File: src/rtl/fp_pack_round_if.sv
// Handshake and data bundle between the FP datapath tail and the packer.
// The slave modport is the packer; the master modport is the producer/consumer side.
interface fp_pack_round_if;
  logic        in_valid;
  logic        in_ready;
  logic        sign_i;
  logic [9:0]  exp_i;
  logic [27:0] sig_i;
  logic        nan_i;
  logic        inf_i;
  logic        out_valid;
  logic        out_ready;
  logic [31:0] result_o;
  logic        overflow_o;
  logic        underflow_o;
  logic        inexact_o;

  modport slave (
    input  in_valid, sign_i, exp_i, sig_i, nan_i, inf_i, out_ready,
    output in_ready, out_valid, result_o, overflow_o, underflow_o, inexact_o
  );

  modport master (
    output in_valid, sign_i, exp_i, sig_i, nan_i, inf_i, out_ready,
    input  in_ready, out_valid, result_o, overflow_o, underflow_o, inexact_o
  );
endinterface

File: src/rtl/fp_pack_round.sv
// Packs an unpacked FP result into binary32: iterative normalize/denormalize,
// round-to-nearest-even, then encode zero/subnormal/normal/inf/NaN.
module fp_pack_round (
  input  logic           clk,
  input  logic           rst,
  fp_pack_round_if.slave bus
);

  typedef enum logic [1:0] {StIdle, StShift, StRound, StOut} state_e;
  typedef enum logic [1:0] {KindNum, KindZero, KindInf, KindNan} kind_e;

  state_e             state_q, state_d;
  kind_e              kind_q, kind_d, kind_in;
  logic               sign_q, sign_d;
  logic signed [11:0] exp_q, exp_d;
  logic [27:0]        sig_q, sig_d;
  logic [31:0]        result_q, result_d;
  logic               ovf_q, ovf_d, unf_q, unf_d, inx_q, inx_d;

  logic               lsb, grd, rs, inc;
  logic [24:0]        m;
  logic [23:0]        mant;
  logic signed [11:0] exp_r;
  logic [7:0]         exp_field;
  logic               rnd_ovf, rnd_inx;

  // Rounding datapath, consumed only in StRound.
  always_comb begin
    lsb       = sig_q[3];
    grd       = sig_q[2];
    rs        = sig_q[1] | sig_q[0];
    inc       = grd & (rs | lsb);
    m         = {1'b0, sig_q[26:3]} + {24'b0, inc};
    mant      = m[24] ? m[24:1] : m[23:0];
    exp_r     = m[24] ? exp_q + 12'sd1 : exp_q;
    exp_field = mant[23] ? exp_r[7:0] : 8'd0;
    rnd_ovf   = mant[23] && (exp_r >= 12'sd255);
    rnd_inx   = grd | rs | rnd_ovf;
  end

  always_comb begin
    if (bus.nan_i)              kind_in = KindNan;
    else if (bus.inf_i)         kind_in = KindInf;
    else if (bus.sig_i == '0)   kind_in = KindZero;
    else                        kind_in = KindNum;
  end

  always_comb begin
    state_d  = state_q;
    kind_d   = kind_q;
    sign_d   = sign_q;
    exp_d    = exp_q;
    sig_d    = sig_q;
    result_d = result_q;
    ovf_d    = ovf_q;
    unf_d    = unf_q;
    inx_d    = inx_q;

    unique case (state_q)
      StIdle: begin
        if (bus.in_valid) begin
          sign_d  = bus.sign_i;
          exp_d   = {{2{bus.exp_i[9]}}, bus.exp_i};
          sig_d   = bus.sig_i;
          kind_d  = kind_in;
          state_d = (kind_in == KindNum) ? StShift : StRound;
        end
      end
      StShift: begin
        if (sig_q[27]) begin
          sig_d = {1'b0, sig_q[27:2], sig_q[1] | sig_q[0]};
          exp_d = exp_q + 12'sd1;
        end else if (exp_q < -12'sd30) begin
          // Too deep for subnormal range: only stickiness survives.
          sig_d = {27'b0, |sig_q};
          exp_d = 12'sd1;
        end else if (exp_q < 12'sd1) begin
          sig_d = {1'b0, sig_q[27:2], sig_q[1] | sig_q[0]};
          exp_d = exp_q + 12'sd1;
        end else if (!sig_q[26] && (exp_q > 12'sd1)) begin
          sig_d = {sig_q[26:0], 1'b0};
          exp_d = exp_q - 12'sd1;
        end else begin
          state_d = StRound;
        end
      end
      StRound: begin
        ovf_d = 1'b0;
        unf_d = 1'b0;
        inx_d = 1'b0;
        unique case (kind_q)
          KindNan:  result_d = 32'h7FC0_0000;
          KindInf:  result_d = {sign_q, 8'hFF, 23'b0};
          KindZero: result_d = {sign_q, 31'b0};
          default: begin
            if (rnd_ovf) result_d = {sign_q, 8'hFF, 23'b0};
            else         result_d = {sign_q, exp_field, mant[22:0]};
            ovf_d = rnd_ovf;
            inx_d = rnd_inx;
            unf_d = !sig_q[26] && rnd_inx;
          end
        endcase
        state_d = StOut;
      end
      StOut: begin
        if (bus.out_ready) state_d = StIdle;
      end
      default: state_d = StIdle;
    endcase
  end

  always_ff @(posedge clk or posedge rst) begin
    if (rst) begin
      state_q  <= StIdle;
      kind_q   <= KindNum;
      sign_q   <= 1'b0;
      exp_q    <= '0;
      sig_q    <= '0;
      result_q <= '0;
      ovf_q    <= 1'b0;
      unf_q    <= 1'b0;
      inx_q    <= 1'b0;
    end else begin
      state_q  <= state_d;
      kind_q   <= kind_d;
      sign_q   <= sign_d;
      exp_q    <= exp_d;
      sig_q    <= sig_d;
      result_q <= result_d;
      ovf_q    <= ovf_d;
      unf_q    <= unf_d;
      inx_q    <= inx_d;
    end
  end

  assign bus.in_ready    = (state_q == StIdle);
  assign bus.out_valid   = (state_q == StOut);
  assign bus.result_o    = result_q;
  assign bus.overflow_o  = ovf_q;
  assign bus.underflow_o = unf_q;
  assign bus.inexact_o   = inx_q;

endmodule
File: src/flat_wrapper.sv
// flat-port wrapper written by rule: the top's interface ports become plain ports
module fp_pack_round_flat 
  (clk, rst, bus_in_valid, bus_sign_i, bus_exp_i, bus_sig_i, bus_nan_i, bus_inf_i, bus_out_ready, bus_in_ready, bus_out_valid, bus_result_o, bus_overflow_o, bus_underflow_o, bus_inexact_o);
  fp_pack_round_if bus_i ();
  input  logic clk;
  input  logic rst;
  input wire logic [$bits(bus_i.in_valid)-1:0] bus_in_valid;
  input wire logic [$bits(bus_i.sign_i)-1:0] bus_sign_i;
  input wire logic [$bits(bus_i.exp_i)-1:0] bus_exp_i;
  input wire logic [$bits(bus_i.sig_i)-1:0] bus_sig_i;
  input wire logic [$bits(bus_i.nan_i)-1:0] bus_nan_i;
  input wire logic [$bits(bus_i.inf_i)-1:0] bus_inf_i;
  input wire logic [$bits(bus_i.out_ready)-1:0] bus_out_ready;
  output wire logic [$bits(bus_i.in_ready)-1:0] bus_in_ready;
  output wire logic [$bits(bus_i.out_valid)-1:0] bus_out_valid;
  output wire logic [$bits(bus_i.result_o)-1:0] bus_result_o;
  output wire logic [$bits(bus_i.overflow_o)-1:0] bus_overflow_o;
  output wire logic [$bits(bus_i.underflow_o)-1:0] bus_underflow_o;
  output wire logic [$bits(bus_i.inexact_o)-1:0] bus_inexact_o;
  assign bus_i.in_valid = bus_in_valid;
  assign bus_i.sign_i = bus_sign_i;
  assign bus_i.exp_i = bus_exp_i;
  assign bus_i.sig_i = bus_sig_i;
  assign bus_i.nan_i = bus_nan_i;
  assign bus_i.inf_i = bus_inf_i;
  assign bus_i.out_ready = bus_out_ready;
  assign bus_in_ready = bus_i.in_ready;
  assign bus_out_valid = bus_i.out_valid;
  assign bus_result_o = bus_i.result_o;
  assign bus_overflow_o = bus_i.overflow_o;
  assign bus_underflow_o = bus_i.underflow_o;
  assign bus_inexact_o = bus_i.inexact_o;
  fp_pack_round u_core (.clk(clk), .rst(rst), .bus(bus_i));
endmodule
File: config.mk
export PLATFORM = sky130hd
export DESIGN_NAME = fp_pack_round_flat
export DESIGN_NICKNAME = d
export VERILOG_FILES = /design/src/rtl/fp_pack_round_if.sv /design/src/rtl/fp_pack_round.sv /design/src/flat_wrapper.sv
export SDC_FILE = /design/constraint.sdc
export NUM_CORES = 1
export LEC_CHECK = 0
export CELL_PAD_IN_SITES_DETAIL_PLACEMENT = 1
export CELL_PAD_IN_SITES_GLOBAL_PLACEMENT = 2
export CORE_ASPECT_RATIO = 1.4
export CORE_MARGIN = 2
export CORE_UTILIZATION = 30
export DETAILED_ROUTE_END_ITERATION = 8
export PLACE_DENSITY_LB_ADDON = 0.1
export SKIP_LAST_GASP = 1
export SLEW_MARGIN = 20
export SYNTH_ARGS = -nofsm -noshare
export SYNTH_HDL_FRONTEND = slang
export SYNTH_SLANG_ARGS = --single-unit
File: constraint.sdc
create_clock -name clk -period 7.9 [get_ports clk]
set_clock_uncertainty 0.1 [all_clocks]
set_input_delay 1.58 -clock clk [delete_from_list [all_inputs] [get_ports clk]]
set_output_delay 1.58 -clock clk [all_outputs]
set_load 0.005 [all_outputs]
==> flow_summary.toml <==
[run_status]
status = "complete, no violations"

[critical_path]
path_buf_inv = 1
critPathKind = "reg2reg"
cp_top_family = "simple AND/OR/NAND/NOR gates"
arrival_ns = 3.69
crit_chain = "or4_1, o41ai_2, and2_4, a21o_2, buf_4, nor2_1, a22o_1"
cp-end-kind = "register"
cpPeakStageDelay_ns = 0.73
crit_path_top_delay_cell = "or4_1"
worstSetupStartpointType = "register"
cp_max_fo = 72
cp.required_ns = 8.04

[power_and_ir_drop]
intPower_uw = 1470
swShare = 0.495
power_density_nw_per_um2 = 434
peakVddDrop_uv = 192
p_clk_frac = 0.137
net-switching-power_uw = 1440
pwr-share-seq = 0.335
leakagePower_uw = 0.00254
comb_power_share = 0.528

[yosys]
synthesis.nets = 703
avgSynthCellArea_um2 = 8.59
synth_top_area_cell = "dfrtp_1"
netlist_instances = 650
yosysWarnings = 0
synth_edf_count = 0
syn_area_um2 = 5580
synth_flop_cell = "dfrtp_1"
synth-seq-cells = 80
postSynth.asyncResetShare = 1.00
synth_top_area_frac = 0.359
synth.area.top_cells = "dfrtp_1, o31ai_2, nor2_1, nand2_1, a221oi_1"
synth_cell_types = 67
ys_seq_area_frac = 0.359

[timing]
rsz0062_at_grt = "no"
worst_pin_slew_ns = 1.05
drv_slew = 0
fin_setup_tns_ns = 0
max_freq_mhz = 282
slew_headroom = 0.299
finalSetupViolCount = 0
hold_violations = 0
layout_min_cycle_time_ns = 3.55
timing.hold.ws_ns = 0.394
finalCritPeriodShare = 0.449

[final_layout]
n_antenna_cell = 0
nets = 734
layout-drive-gt1-share = 0.0977
stdcell_count = 930
fillers = 2121
area.growth.synth_to_final_pct = 20.2

[die]
die_w_um = 119
rows = 59
io_pins = 82
die_h_um = 165
coreArea_um2 = 18400
die_area_um2 = 19700
start_util = 0.304

[clock_network]
clk_pin_slew_ns = 0.07
h-tree-depth = 3
post_cts_buffers = 0
clk_latency_ns = 0.35
cts_buffer_depth = 2
cts_made_buffers = 9
ctsHoldBuffers = 0
cts_tree = "yes"
cts_root_buf = "clkbuf_16"
cts_sinks = 80
post_cts_resized = 0

[flow_run]
maxCapViolations = 0

[placement]
io_buffer_count = 81
dp_hpwl_mm = 14.5
place_inst = 914
globalplace.congestion = 0.812

[detailed_routing]
wirelength_mm = 20.0
dr.pass1.iters = 5
drc = 0
ant_nets = 0
drt-wirelength-per-cell_um = 21.6
viasPerCell = 5.68
drt-initial-drc-count = 251
vias = 5284

[grt]
grt.overflow.total = 0
grt_antenna_before_repair = 0
grt_pass1_wl_mm = 31.6
grt_pass1_vias = 5585
grt_max_degree = 81
grtUsageTotal = 0.207

[worst_hold_path]
hold_path.class = "reg2reg"
==> per-layer routing <==
layer / wire length (µm) / track usage / share of wire
met1: 8070 / 0.232 / 0.40
met2: 11000 / 0.399 / 0.55
met3: 353 / 0.0182 / 0.018
met4: 567 / 0.0850 / 0.028
met5: 0 / 0 / 0
==> power by group through the flow <==
stage | registers [µW] | logic [µW] | clock network (µW)
finish | 975 | 1540 | 399
global route | 1010 | 1700 | 429
CTS | 974 | 1560 | 412
floorplan | 712 | 1300 | 0
detailed placement | 980 | 1550 | 0
global placement | 973 | 1510 | 0
==> metrics by stage <==
step / utilization / instance area [µm²] / worst slack [ns] / total power (µW)
after floorplan: - / 5580 / 4.17 / 2010
after global placement: 0.350 / 6430 / 4.17 / 2480
after detailed placement: 0.350 / 6430 / 4.07 / 2530
after CTS: 0.364 / 6700 / 4.38 / 2940
after global routing: 0.365 / 6710 / 4.17 / 3140
final: 0.365 / 6710 / 4.35 / 2910
==> cells in the final DEF, fill, tap and decap left out, types with 10 or more instances in the layout <==
| cell type | n |
|---|---|
| clkdlybuf4s50_1 | 81 |
| dfrtp_1 | 80 |
| nor2_1 | 70 |
| nand2_1 | 66 |
| o21ai_0 | 32 |
| a21oi_1 | 30 |
| o31ai_2 | 29 |
| a221oi_1 | 28 |
| nand3_1 | 23 |
| nor4_1 | 21 |
| nor3_1 | 17 |
| a22o_1 | 16 |
| nand4_1 | 14 |
| inv_1 | 13 |
| xnor2_1 | 13 |
| xor2_1 | 12 |
| and3_1 | 12 |
| o2bb2ai_1 | 10 |
==> cell families (layout without fill, tap and decap cells) <==
kind of cell	Yosys count	count (layout)	share of synthesized area
AOI/OAI and AO/OA	202	202	0.295
xor gates and xnor gates	25	25	0.0392
adders and majority gates	8	8	0.0179
buffers and inverters	84	120	0.0688
DFF	80	80	0.359
muxes	5	5	0.00942
and+or+nand+nor	246	246	0.211
==> Yosys cell counts, drive strengths merged, types with 4 or more instances <==
cell and n:
nand3 24, o21ai 37, o211ai 9, a221oi 28
a22o 16, inv 16, o2bb2ai 10, buf 25
dfrtp 80, nor2 71, nand2 66, nor3 18
nand2b 4, a211oi 7, a21oi 32, xor2 12
and3 12, nand4 14, xnor2 13, ha 8
o31ai 33, clkbuf 43, nor4 21, or3 5
==> state kept, by name, summed over array words and instances, names as in the netlist <==
name	cells
u_core.exp_q	12
u_core.kind_q	2
u_core.sign_q	1
u_core.bus.result_o	32
u_core.bus.overflow_o	1
u_core.bus.inexact_o	1
u_core.sig_q	28
u_core.bus.underflow_o	1
u_core.state_q	2
==> worst reg2reg max path: stages (launching register included) <==
cell and delay (ns):
dfrtp_1 0.54, or4_1 0.73, o41ai_2 0.54, and2_4 0.25, a21o_2 0.12, buf_4 0.68
nor2_1 0.19, a22o_1 0.28
==> final timing paths <==
path / slack (ns) / from / to / cells after the start
max in group asynchronous: 5.50 / rst / u_core.sig_q[10] / 3
min: 0.39 / u_core.bus.result_o[6] / u_core.bus.result_o[6] / 1
max reg2reg: 4.35 / u_core.exp_q[4] / u_core.exp_q[11] / 7
min reg2reg: 0.39 / u_core.bus.result_o[6] / u_core.bus.result_o[6] / 1
min in group asynchronous: 1.67 / rst / u_core.bus.result_o[26] / 3
max: 4.35 / u_core.exp_q[4] / u_core.exp_q[11] / 7
==> cell type report <==
| type | instances | area (µm²) | area share |
|---|---|---|---|
| Timing Repair Buffer | 88 | 867 | 0.129 |
| Inverter | 16 | 61.3 | 0.00914 |
| Sequential cell | 80 | 2000 | 0.299 |
| Multi-Input combinational cell | 486 | 3200 | 0.478 |
| Tap cell | 244 | 305 | 0.0455 |
| Clock buffer | 12 | 236 | 0.0353 |
| Clock inverter | 4 | 31.3 | 0.00466 |
No activity file was read; power rests on OpenSTA's default activity.
